$ cat src/rtl/intr_ctrl_pkg.sv
// intr_ctrl_pkg: shared interrupt source numbering, source limit and pulse FSM state type
package intr_ctrl_pkg;
  localparam int INTR_MAX_SRC = 16;
  localparam int INTR_VIDEO   = 0;
  localparam int INTR_BLIT    = 1;
  localparam int INTR_TIMER   = 2;
  localparam int INTR_AUDIO   = 3;
  typedef enum logic [1:0] {
    INTR_IDLE    = 2'd0,
    INTR_PULSE   = 2'd1,
    INTR_HOLDOFF = 2'd2
  } intr_state_t;
endpackage

$ cat src/rtl/intr_ctrl_prio_enc.sv
// prio_enc: lowest-set-bit encoder; in_i vector -> idx_o lowest set index, valid_o any bit set
module prio_enc #(
  parameter int WIDTH = 4,
  localparam int IW = (WIDTH > 1) ? $clog2(WIDTH) : 1
) (
  input  logic [WIDTH-1:0] in_i,
  output logic [IW-1:0]    idx_o,
  output logic             valid_o
);
  always_comb begin
    idx_o   = '0;
    valid_o = |in_i;
    for (int i = WIDTH - 1; i >= 0; i--)
      if (in_i[i]) idx_o = IW'(i);
  end
endmodule

$ cat src/rtl/intr_ctrl.sv
// intr_ctrl: sticky interrupt status/mask with pulse or level bus_intr_o; in: signal/force/clear/mask/level_mode, out: status, pending, src, src_valid, bus_intr
module intr_ctrl
  import intr_ctrl_pkg::*;
#(
  parameter int NUM_SRC     = 4,
  parameter int PULSE_LEN   = 1,
  parameter int HOLDOFF_LEN = 0,
  localparam int SW = (NUM_SRC > 1) ? $clog2(NUM_SRC) : 1
) (
  input  logic               clk,
  input  logic               reset_i,
  input  logic [NUM_SRC-1:0] intr_signal_i,
  input  logic [NUM_SRC-1:0] intr_force_i,
  input  logic [NUM_SRC-1:0] intr_clear_i,
  input  logic [NUM_SRC-1:0] intr_mask_i,
  input  logic               level_mode_i,
  output logic [NUM_SRC-1:0] intr_status_o,
  output logic [NUM_SRC-1:0] intr_pending_o,
  output logic [SW-1:0]      intr_src_o,
  output logic               intr_src_valid_o,
  output logic               bus_intr_o
);
  localparam logic [7:0] PL = 8'(PULSE_LEN - 1);
  localparam logic [7:0] HL = 8'((HOLDOFF_LEN > 0) ? HOLDOFF_LEN - 1 : 0);
  logic [NUM_SRC-1:0] status_q, status_d, pending_q, pending_d, evt;
  logic [SW-1:0]      src_q, src_d, enc_idx;
  logic               valid_q, valid_d, enc_valid, bus_q, bus_d, retrig_q, retrig_d, rtr;
  logic [7:0]         cnt_q, cnt_d;
  intr_state_t        state_q, state_d;
  prio_enc #(.WIDTH(NUM_SRC)) u_enc (
    .in_i   (pending_d),
    .idx_o  (enc_idx),
    .valid_o(enc_valid)
  );
  always_comb begin
    status_d  = (status_q | intr_signal_i | intr_force_i) & ~intr_clear_i;
    evt       = (intr_signal_i | intr_force_i) & intr_mask_i & ~status_q & ~intr_clear_i;
    pending_d = status_d & intr_mask_i;
    valid_d   = enc_valid;
    src_d     = enc_valid ? enc_idx : src_q;
    rtr       = retrig_q | (|evt);
    state_d   = state_q;
    cnt_d     = cnt_q;
    retrig_d  = retrig_q;
    bus_d     = 1'b0;
    if (level_mode_i) begin
      state_d  = INTR_IDLE;
      cnt_d    = '0;
      retrig_d = 1'b0;
      bus_d    = valid_d;
    end else begin
      case (state_q)
        INTR_IDLE: if (|evt) begin
          state_d = INTR_PULSE;
          bus_d   = 1'b1;
          cnt_d   = PL;
        end
        INTR_PULSE: if (cnt_q != 8'd0) begin
          bus_d    = 1'b1;
          cnt_d    = cnt_q - 8'd1;
          retrig_d = rtr;
        end else if (HOLDOFF_LEN != 0) begin
          state_d  = INTR_HOLDOFF;
          cnt_d    = HL;
          retrig_d = rtr;
        end else if (rtr) begin
          bus_d    = 1'b1;
          cnt_d    = PL;
          retrig_d = 1'b0;
        end else begin
          state_d  = INTR_IDLE;
          retrig_d = 1'b0;
        end
        INTR_HOLDOFF: if (cnt_q != 8'd0) begin
          cnt_d    = cnt_q - 8'd1;
          retrig_d = rtr;
        end else if (rtr) begin
          state_d  = INTR_PULSE;
          bus_d    = 1'b1;
          cnt_d    = PL;
          retrig_d = 1'b0;
        end else begin
          state_d  = INTR_IDLE;
          retrig_d = 1'b0;
        end
        default: begin
          state_d  = INTR_IDLE;
          cnt_d    = '0;
          retrig_d = 1'b0;
        end
      endcase
    end
  end
  always_ff @(posedge clk) begin
    if (reset_i) begin
      status_q  <= '0;
      pending_q <= '0;
      src_q     <= '0;
      valid_q   <= 1'b0;
      bus_q     <= 1'b0;
      state_q   <= INTR_IDLE;
      cnt_q     <= '0;
      retrig_q  <= 1'b0;
    end else begin
      status_q  <= status_d;
      pending_q <= pending_d;
      src_q     <= src_d;
      valid_q   <= valid_d;
      bus_q     <= bus_d;
      state_q   <= state_d;
      cnt_q     <= cnt_d;
      retrig_q  <= retrig_d;
    end
  end
  assign intr_status_o    = status_q;
  assign intr_pending_o   = pending_q;
  assign intr_src_o       = src_q;
  assign intr_src_valid_o = valid_q;
  assign bus_intr_o       = bus_q;
endmodule

$ cat config.mk
export PLATFORM = sky130hd
export DESIGN_NAME = intr_ctrl
export DESIGN_NICKNAME = d
export VERILOG_FILES = /design/src/rtl/intr_ctrl_pkg.sv /design/src/rtl/intr_ctrl_prio_enc.sv /design/src/rtl/intr_ctrl.sv
export SDC_FILE = /design/constraint.sdc
export NUM_CORES = 1
export LEC_CHECK = 0
export ABC_AREA = 1
export CAP_MARGIN = 20
export CORE_MARGIN = 3
export CORE_UTILIZATION = 51
export CTS_CLUSTER_DIAMETER = 200
export DETAILED_ROUTE_END_ITERATION = 7
export MAX_ROUTING_LAYER = met4
export PLACE_DENSITY = 0.93
export SLEW_MARGIN = 20
export SYNTH_ARGS = -nofsm -noshare
export SYNTH_HDL_FRONTEND = slang
export SYNTH_HIERARCHICAL = 1
export SYNTH_SLANG_ARGS = --single-unit
export TNS_END_PERCENT = 10
$ cat constraint.sdc
create_clock -name clk -period 2.7 [get_ports clk]
set_input_delay 0.405 -clock clk [delete_from_list [all_inputs] [get_ports clk]]
set_output_delay 0.405 -clock clk [all_outputs]
set_load 0.1 [all_outputs]
Yosys cells after proc, flatten, opt, wreduce, memory -nomap -nowiden --
Index checks and enable logic that the tools add are counted.
Storage, ports and cells: bits in registers 23, output and inout bits 12
Operators by class: $add $sub $neg 1, eq/ne operators 7, muxes and demuxes 22, bitwise gates (word level) 11, reduce and logical (&&, ||, !) cells 8
Operators by type and width (count):
- $mux W8 | 3
- $and A4 B4 Y4 | 5
- $mux W2 | 8
- $pmux W8 S2 | 1
- $or A4 B4 Y4 | 3
- $ne A2 B2 Y1 const B | 4
- $not A4 Y4 | 2
- $reduce_bool A8 Y1 | 1
- $reduce_or A4 Y1 | 2
- $sub A8 B1 Y8 const B | 1
- $mux W1 | 7
- $pmux W2 S3 | 1
- $reduce_and A4 Y1 | 1
- $reduce_or A2 Y1 | 2
- $ne A3 B1 Y1 const B | 1
- $pmux W1 S3 | 1
- $eq A2 B1 Y1 const B | 1
- $eq A2 B2 Y1 const B | 1
- $logic_not A2 Y1 | 1
- $pmux W1 S2 | 1
- $reduce_and A2 Y1 | 1
- $or A1 B1 Y1 | 1

Longest topological paths before layout --
Gate-level depths: netlist of run 1.
word-level depth 10, depth in mapped cells 10

By module --
The synthesis of run 1 kept the hierarchy.
Modules (own cells, without submodules):
- intr_ctrl | times used 1, cells each 161, area each 1108.6 um2
- prio_enc | times used 1, cells each 9, area each 46.3 um2

Worst setup path after synthesis of run 1 --
Ideal clock, no wire load.
path kind reg-to-reg, start point register status_q[0], in the netlist intr_status_o[0], end point register bus_q, in the netlist bus_intr_o, setup time 0.069 ns, arrival 1.809 ns, data required time 2.631 ns, slack 0.822 ns, stages on the path, launching flop included 9, path buffers 0, clock period less this slack 1.878 ns, cells stage by stage dfxtp_1 > nor2_1 > nor3_1 > inv_1 > nand4_1 > inv_1 > nor2_1 > nand2_1 > o21ai_1
On the way: elaborated cells on any way between the ends 16, classes of those cells 6 x mux; 8 x bitwise; 2 x reduce/logical
RTL lines:
- start: declaration | line intr_ctrl.sv:25 | logic [NUM_SRC-1:0] status_q, status_d, pending_q, pending_d, evt;
- start signal: assignment | line intr_ctrl.sv:105 | status_q <= status_d;
- $or A4 B4 Y4 (2 in a row) | line intr_ctrl.sv:36 | status_d = (status_q | intr_signal_i | intr_force_i) & ~intr_clear_i;
- $and A4 B4 Y4 | line intr_ctrl.sv:36
- $and A4 B4 Y4 | line intr_ctrl.sv:38 | pending_d = status_d & intr_mask_i;
- named net pending_d[0] | line intr_ctrl.sv:25
- $reduce_or A4 Y1 | line intr_ctrl_prio_enc.sv:12 | valid_o = |in_i;
- named net enc_valid | line intr_ctrl.sv:27 | logic valid_q, valid_d, enc_valid, bus_q, bus_d, retrig_q, retrig_d, rtr;
- $mux W1 | line intr_ctrl.sv:46 | if (level_mode_i) begin
- end signal: assignment | line intr_ctrl.sv:109 | bus_q <= bus_d;
- end: declaration | line intr_ctrl.sv:27
The timed path passes the listed nets, and every way through them passes these cells. A chain may end at the register's enable or synchronous reset.

Worst setup path after layout of run 1 --
start point input port intr_signal_i[0], end point register bus_q, in the netlist bus_intr_o
On the way: elaborated cells on any way between the ends 17, classes of those cells 6 x mux; 9 x bitwise; 2 x reduce/logical
RTL lines:
- start: declaration | line intr_ctrl.sv:12 | input logic [NUM_SRC-1:0] intr_signal_i,
- $or A4 B4 Y4 (2 in a row) | line intr_ctrl.sv:36
- $and A4 B4 Y4 | line intr_ctrl.sv:36
- $and A4 B4 Y4 | line intr_ctrl.sv:38
- named net pending_d[0] | line intr_ctrl.sv:25
- $reduce_or A4 Y1 | line intr_ctrl_prio_enc.sv:12
- named net enc_valid | line intr_ctrl.sv:27
- $mux W1 | line intr_ctrl.sv:46
The timed path passes the listed nets, and every way through them passes these cells.

==> results of run 1 <==
-- critical path, cell delays in order --
cell and delay, ns:
clkdlybuf4s50_1 0.46, inv_1 0.04, nand2_1 0.08, nor2_1 0.08
nor3_1 0.24, inv_1 0.11, nand4_1 0.12, inv_1 0.09
nor2_1 0.11, nand2_1 0.06, o21ai_1 0.06
-- synth_stat cells --
| library cell | n | area share (%) |
|---|---|---|
| nand3b_1 | 2 | 1.3 |
| nor4_1 | 4 | 2.2 |
| o21ai_1 | 1 | 0.43 |
| nand2_1 | 23 | 7.5 |
| clkinv_2 | 1 | 0.43 |
| nor2_2 | 3 | 1.6 |
| nor2_8 | 1 | 1.7 |
| a21oi_1 | 6 | 2.6 |
| inv_1 | 31 | 10 |
| nand3_1 | 14 | 6.1 |
| nand2_2 | 3 | 1.6 |
| ha_1 | 2 | 2.2 |
| nor3_1 | 10 | 4.3 |
| nor2_4 | 1 | 0.98 |
| clkbuf_1 | 1 | 0.32 |
| a21oi_2 | 2 | 1.5 |
| o21ai_0 | 6 | 2.6 |
| dfxtp_1 | 22 | 38 |
| inv_2 | 2 | 0.65 |
| nand4_1 | 5 | 2.7 |
| nand2_4 | 2 | 2.0 |
| nor2_1 | 28 | 9.1 |
-- per-layer routing --
layer	global-route usage, %	up-vias	share of wire [%]
met4	7.234	0	1.2
met3	4.432	5	6.7
met2	39.80	36	49
li1	-	605	-
met5	-	-	0
met1	26.28	522	43
-- worst max path at each step --
stage	cells past startpoint	slack, ns	to
CTS	11	1.10	bus_intr_o$_SDFF_PP0_
detailed placement	11	0.78	bus_intr_o$_SDFF_PP0_
global placement	11	0.88	bus_intr_o$_SDFF_PP0_
floorplan	8	0.82	bus_intr_o$_SDFF_PP0_
finish	11	1.09	bus_intr_o$_SDFF_PP0_
global route	11	0.88	bus_intr_o$_SDFF_PP0_
-- power by group through the flow --
| stage | Sequential [W] | Combinational (W) | Clock, W |
|---|---|---|---|
| after global placement | 0.000358 | 0.000251 | 0 |
| after global routing | 0.000354 | 0.000278 | 0.000163 |
| final | 0.000352 | 0.000259 | 0.000148 |
| after CTS | 0.000352 | 0.000258 | 0.000150 |
| after detailed placement | 0.000359 | 0.000257 | 0 |
| after floorplan | 0.000442 | 0.000104 | 0 |
-- flip-flops by register name, indices dropped and copies added, names as in the netlist --
signal,flops
bus_intr_o,1
retrig_q,1
intr_status_o,4
state_q,1
intr_src_valid_o,1
intr_pending_o,4
intr_src_o,2
cnt_q,8
-- metrics by stage --
stage / hold slack [ns] / instances
3_5_place_dp: 0.5065 / 226
2_1_floorplan: 0.4673 / 170
3_3_place_gp: 0.4844 / 226
4_1_cts: 0.5253 / 229
5_1_grt: 0.5507 / 229
6_report: 0.5287 / 229
-- area by class of cell --
type                            count  area share (%)
Clock buffer                        3           1.524
Inverter                           34           8.721
Multi-Input combinational cell    113           39.37
Sequential cell                    22           29.81
Tap cell                           27           2.286
Timing Repair Buffer               30           18.29
-- cell families after synthesis --
group           Yosys count  share of synthesized area (%)
fa+ha+maj                 2                          2.167
simple gates             96                          41.06
buf+inv                  35                          11.48
flops                    22                          38.14
compound gates           15                          7.151
==> results.ini, run 1 <==
[worst_setup_path]
cp-start-kind = input pin
reg2reg_slack_ns = 1.24
r2r-start = cnt_q[0]$_SDFFE_PP0P_
critPathLaunch = intr_signal_i[0]
reg2regPathDepth = 9
endpoint_kind = flop
cp.required_ns = 2.95
arrival_ns = 1.86
reg2reg_to = cnt_q[4]$_SDFFE_PP0P_
crit_fanout = 3
criticalPathCategory = input pin to flop

[worst_hold_path]
hold_end = retrig_q$_SDFFE_PP0P_
hold_depth = 2
hold_path_class = flop to flop
worstHoldStart = retrig_q$_SDFFE_PP0P_

[layout]
nNetsFinal = 225
final_area_um2 = 1478
multi_input_area_um2 = 581.8
seq_area_um2 = 440.4
fillers = 176
final_cell_mix = 31 x inv_1, 28 x nor2_1, 23 x nand2_1, 22 x dfxtp_1, 18 x clkdlybuf4s50_1
drive_above_1_share_pct = 14.85
syn2layout_area_growth_pct = 27.95
antennaDiodeCount = 0
post-route-util_pct = 72.37
layout_commonest_cell = inv_1

[clock_network]
path_clk_slew_ns = 0.11
cts_tree = built
post_cts_buffers = 0
cts_buffers = 3
cts_hold_repair.buffers = 0
clock_latency_ns = 0.31
cts-root-buf = clkbuf_4
htree_levels = 1
cts.repair.resized = 0
cts_num_sinks = 22
clockBufferDepth = 2

[timing]
hold_viol_final = 0
tns_ns = 0
layout_setup_ws_ns = 1.088
report.final.slew_viol_count = 0
finalSetupViolCount = 0
clock_skew_ns = 0.008217
worst_pin_slew_ns = 0.4114
slew_headroom_pct = 72.49
fin_crit_sh_pct = 59.70
rsz0062_at_grt = false
fin_crit_ns = 1.612
fmaxAchievable_mhz = 620.4

[flow_run]
max_cap_viol_count = 0

[synthesis]
syn_inst = 170
syn_area_um2 = 1155
ys_ff_latch = 22
ys_seq_area_share_pct = 38.14
synth.net_count = 191
synth_cell_types = 22
yosys_warnings = 6
syn_area_per_cell_um2 = 6.793

[floorplan]
die_x_um = 53.59
rows = 16
floorplan.die_area_um2 = 2871
core_area_um2 = 2042
die_h_um = 53.59
start_util_pct = 56.56
ios = 31

[global_route]
grt_usage_pct = 22.85
grt_pass1_vias = 1195
grt_pass1_wl_um = 4726
grt_start_max_net_pins = 12
overflow = 0
antenna_found_initial = 0

[routing]
routed_wirelength_um = 2715
final_antenna_net_count = 0
drc_errors = 0
drtIter0Drc = 31
drt-wirelength-per-cell_um = 11.86
viasPerCell = 5.100
drtPass1Iterations = 4
via_count = 1168

[placement]
place_area_um2 = 1455
gp_congestion = 0.8677
io_buffers = 30
dp_hpwl_um = 2187
dp_slack_ns = 0.7814

[power]
peakVddDrop_mv = 0.5005
power_w = 0.0007588
seq_power_share_pct = 46.5
internal_power_w = 0.0004713
p_leak_nw = 0.6953
p_sw_w = 0.0002875
p_sw_share_pct = 37.89
power_density_nw_per_um2 = 513.5
combPwrFrac_pct = 34.1
clkPwrFrac_pct = 19.5

[outcome]
outcome = complete, no violations

Power figures use the tool's default switching activity.
==> run 2: changes to the inputs <==
- CORE_UTILIZATION: 51 -> 42
- PLACE_DENSITY: 0.93 -> 0.83
- clock period: 2.7 -> 1.4 ns (I/O delays scaled with it)
==> results.ini, run 2 (synthesized netlist as in run 1, its figures left out) <==
[outcome]
outcome = complete, no violations

[floorplan]
start_util_pct = 45.38
die_h_um = 58.44
die_x_um = 58.44
floorplan.die_area_um2 = 3415
ios = 31
core_area_um2 = 2545
rows = 18

[timing]
fmaxAchievable_mhz = 735.2
fin_crit_ns = 1.360
whs_ns = 0.4690
hold_viol_final = 0
clock_skew_ns = 0.003220
rsz0062_at_grt = true
fin_crit_sh_pct = 97.16
worst_pin_slew_ns = 0.2642
report.final.slew_viol_count = 0
slew_headroom_pct = 82.22
finalSetupViolCount = 0

[routing]
viasPerCell = 4.783
final_antenna_net_count = 0
drc_errors = 0
drtIter0Drc = 46
routed_wirelength_um = 2722
drtPass1Iterations = 4
via_count = 1210
drt-wirelength-per-cell_um = 10.76

[worst_setup_path]
reg2regPathDepth = 10
reg2reg_to = cnt_q[1]$_SDFFE_PP0P_
cp-start-kind = flop
reg2reg_slack_ns = 0.04
endpoint_kind = flop
crit_fanout = 8
criticalPathCategory = flop to flop
r2r-start = cnt_q[0]$_SDFFE_PP0P_
arrival_ns = 1.59
cp.required_ns = 1.63

[power]
p_leak_nw = 0.8466
peakVddDrop_mv = 0.7564
power_density_nw_per_um2 = 891.2

[flow_run]
max_cap_viol_count = 0

[placement]
io_buffers = 30
gp_congestion = 0.9368
dp_hpwl_um = 2192
place_area_um2 = 1774

[clock_network]
clockBufferDepth = 2
path_clk_slew_ns = 0.11
post_cts_buffers = 0
cts_num_sinks = 22
cts.repair.resized = 0
htree_levels = 1
cts_hold_repair.buffers = 0
cts_tree = built
cts-root-buf = clkbuf_4
clock_latency_ns = 0.32
cts_buffers = 3

[layout]
syn2layout_area_growth_pct = 60.35
final_area_um2 = 1852
nNetsFinal = 245
multi_input_area_um2 = 621.8
final_cell_mix = 31 x inv_1, 23 x nand2_1, 23 x nor2_1, 20 x buf_4, 18 x clkdlybuf4s50_1
regMostFlops = cnt_q
layout_commonest_cell = inv_1
largest_register_ff_count = 8
fillers = 188
seq_area_um2 = 456.7
antennaDiodeCount = 0
drive_above_1_share_pct = 29.60

[global_route]
grt-busiest-layer = met2
antenna_found_initial = 0
overflow = 0
use_met1_pct = 22.94
grtUsageMet3_pct = 3.289
grt_usage_pct = 18.96
grt_use_met2_pct = 30.46
grt_pass1_vias = 1191
grt_pass1_wl_um = 4871
grt_start_max_net_pins = 13

[worst_hold_path]
hold_path_class = input pin to flop
worstHoldStart = level_mode_i
hold_end = bus_intr_o$_SDFF_PP0_
hold_depth = 3

==> run 2: routing by layer <==
metal / wire, µm / part of all wire (%)
met5: 0 / 0
met4: 48 / 1.8
met1: 1202 / 44
met3: 127 / 4.7
met2: 1342 / 49
==> run 2: layout make-up <==
type / count / share of cell area (%)
multi-input cells: 113 / 33.58
inverters: 34 / 6.959
well taps: 30 / 2.027
repair buffers: 50 / 30.81
flip-flops and latches: 22 / 24.66
clock buffers: 4 / 1.959
==> run 2: worst max path at each step <==
stage | cells past startpoint | endpoint | startpoint
6_report | 10 | cnt_q[1]$_SDFFE_PP0P_ | cnt_q[0]$_SDFFE_PP0P_
5_1_grt | 10 | cnt_q[1]$_SDFFE_PP0P_ | cnt_q[0]$_SDFFE_PP0P_
4_1_cts | 9 | cnt_q[4]$_SDFFE_PP0P_ | cnt_q[0]$_SDFFE_PP0P_
3_5_place_dp | 11 | bus_intr_o$_SDFF_PP0_ | intr_signal_i[1]
3_3_place_gp | 11 | bus_intr_o$_SDFF_PP0_ | intr_force_i[0]
2_1_floorplan | 8 | bus_intr_o$_SDFF_PP0_ | intr_status_o[0]$_SDFF_PP0_
==> run 2: critical path, cell delays in order (launching register included) <==
cell and delay (ns):
dfxtp_2 0.36, inv_1 0.05, ha_1 0.18, nand2_1 0.10
nor2_4 0.06, nand2_2 0.07, nand2_4 0.09, nand2_4 0.10
clkinv_2 0.08, nor2_1 0.14, nor2_2 0.04
==> run 2: through the flow <==
stage	total power (W)	setup slack, ns	util (%)	setup TNS [ns]	cells
after floorplan	0.001051	0.02568	-	0	170
after global placement	0.001290	-0.1857	69.71	-1.543	249
after detailed placement	0.001299	-0.2339	69.71	-1.757	249
after CTS	0.001651	0.006674	71.14	0	253
after global routing	0.001728	-0.04110	72.76	-0.1146	253
final	0.001650	0.03982	72.76	0	253
==> run 2: power by group <==
group / internal [W] / switching [W] / total, W
Clock: 0.000159 / 0.000195 / 0.000354
Sequential: 0.000655 / 0.0000305 / 0.000686
Combinational: 0.000249 / 0.000361 / 0.000611
Total: 0.00106 / 0.000586 / 0.00165
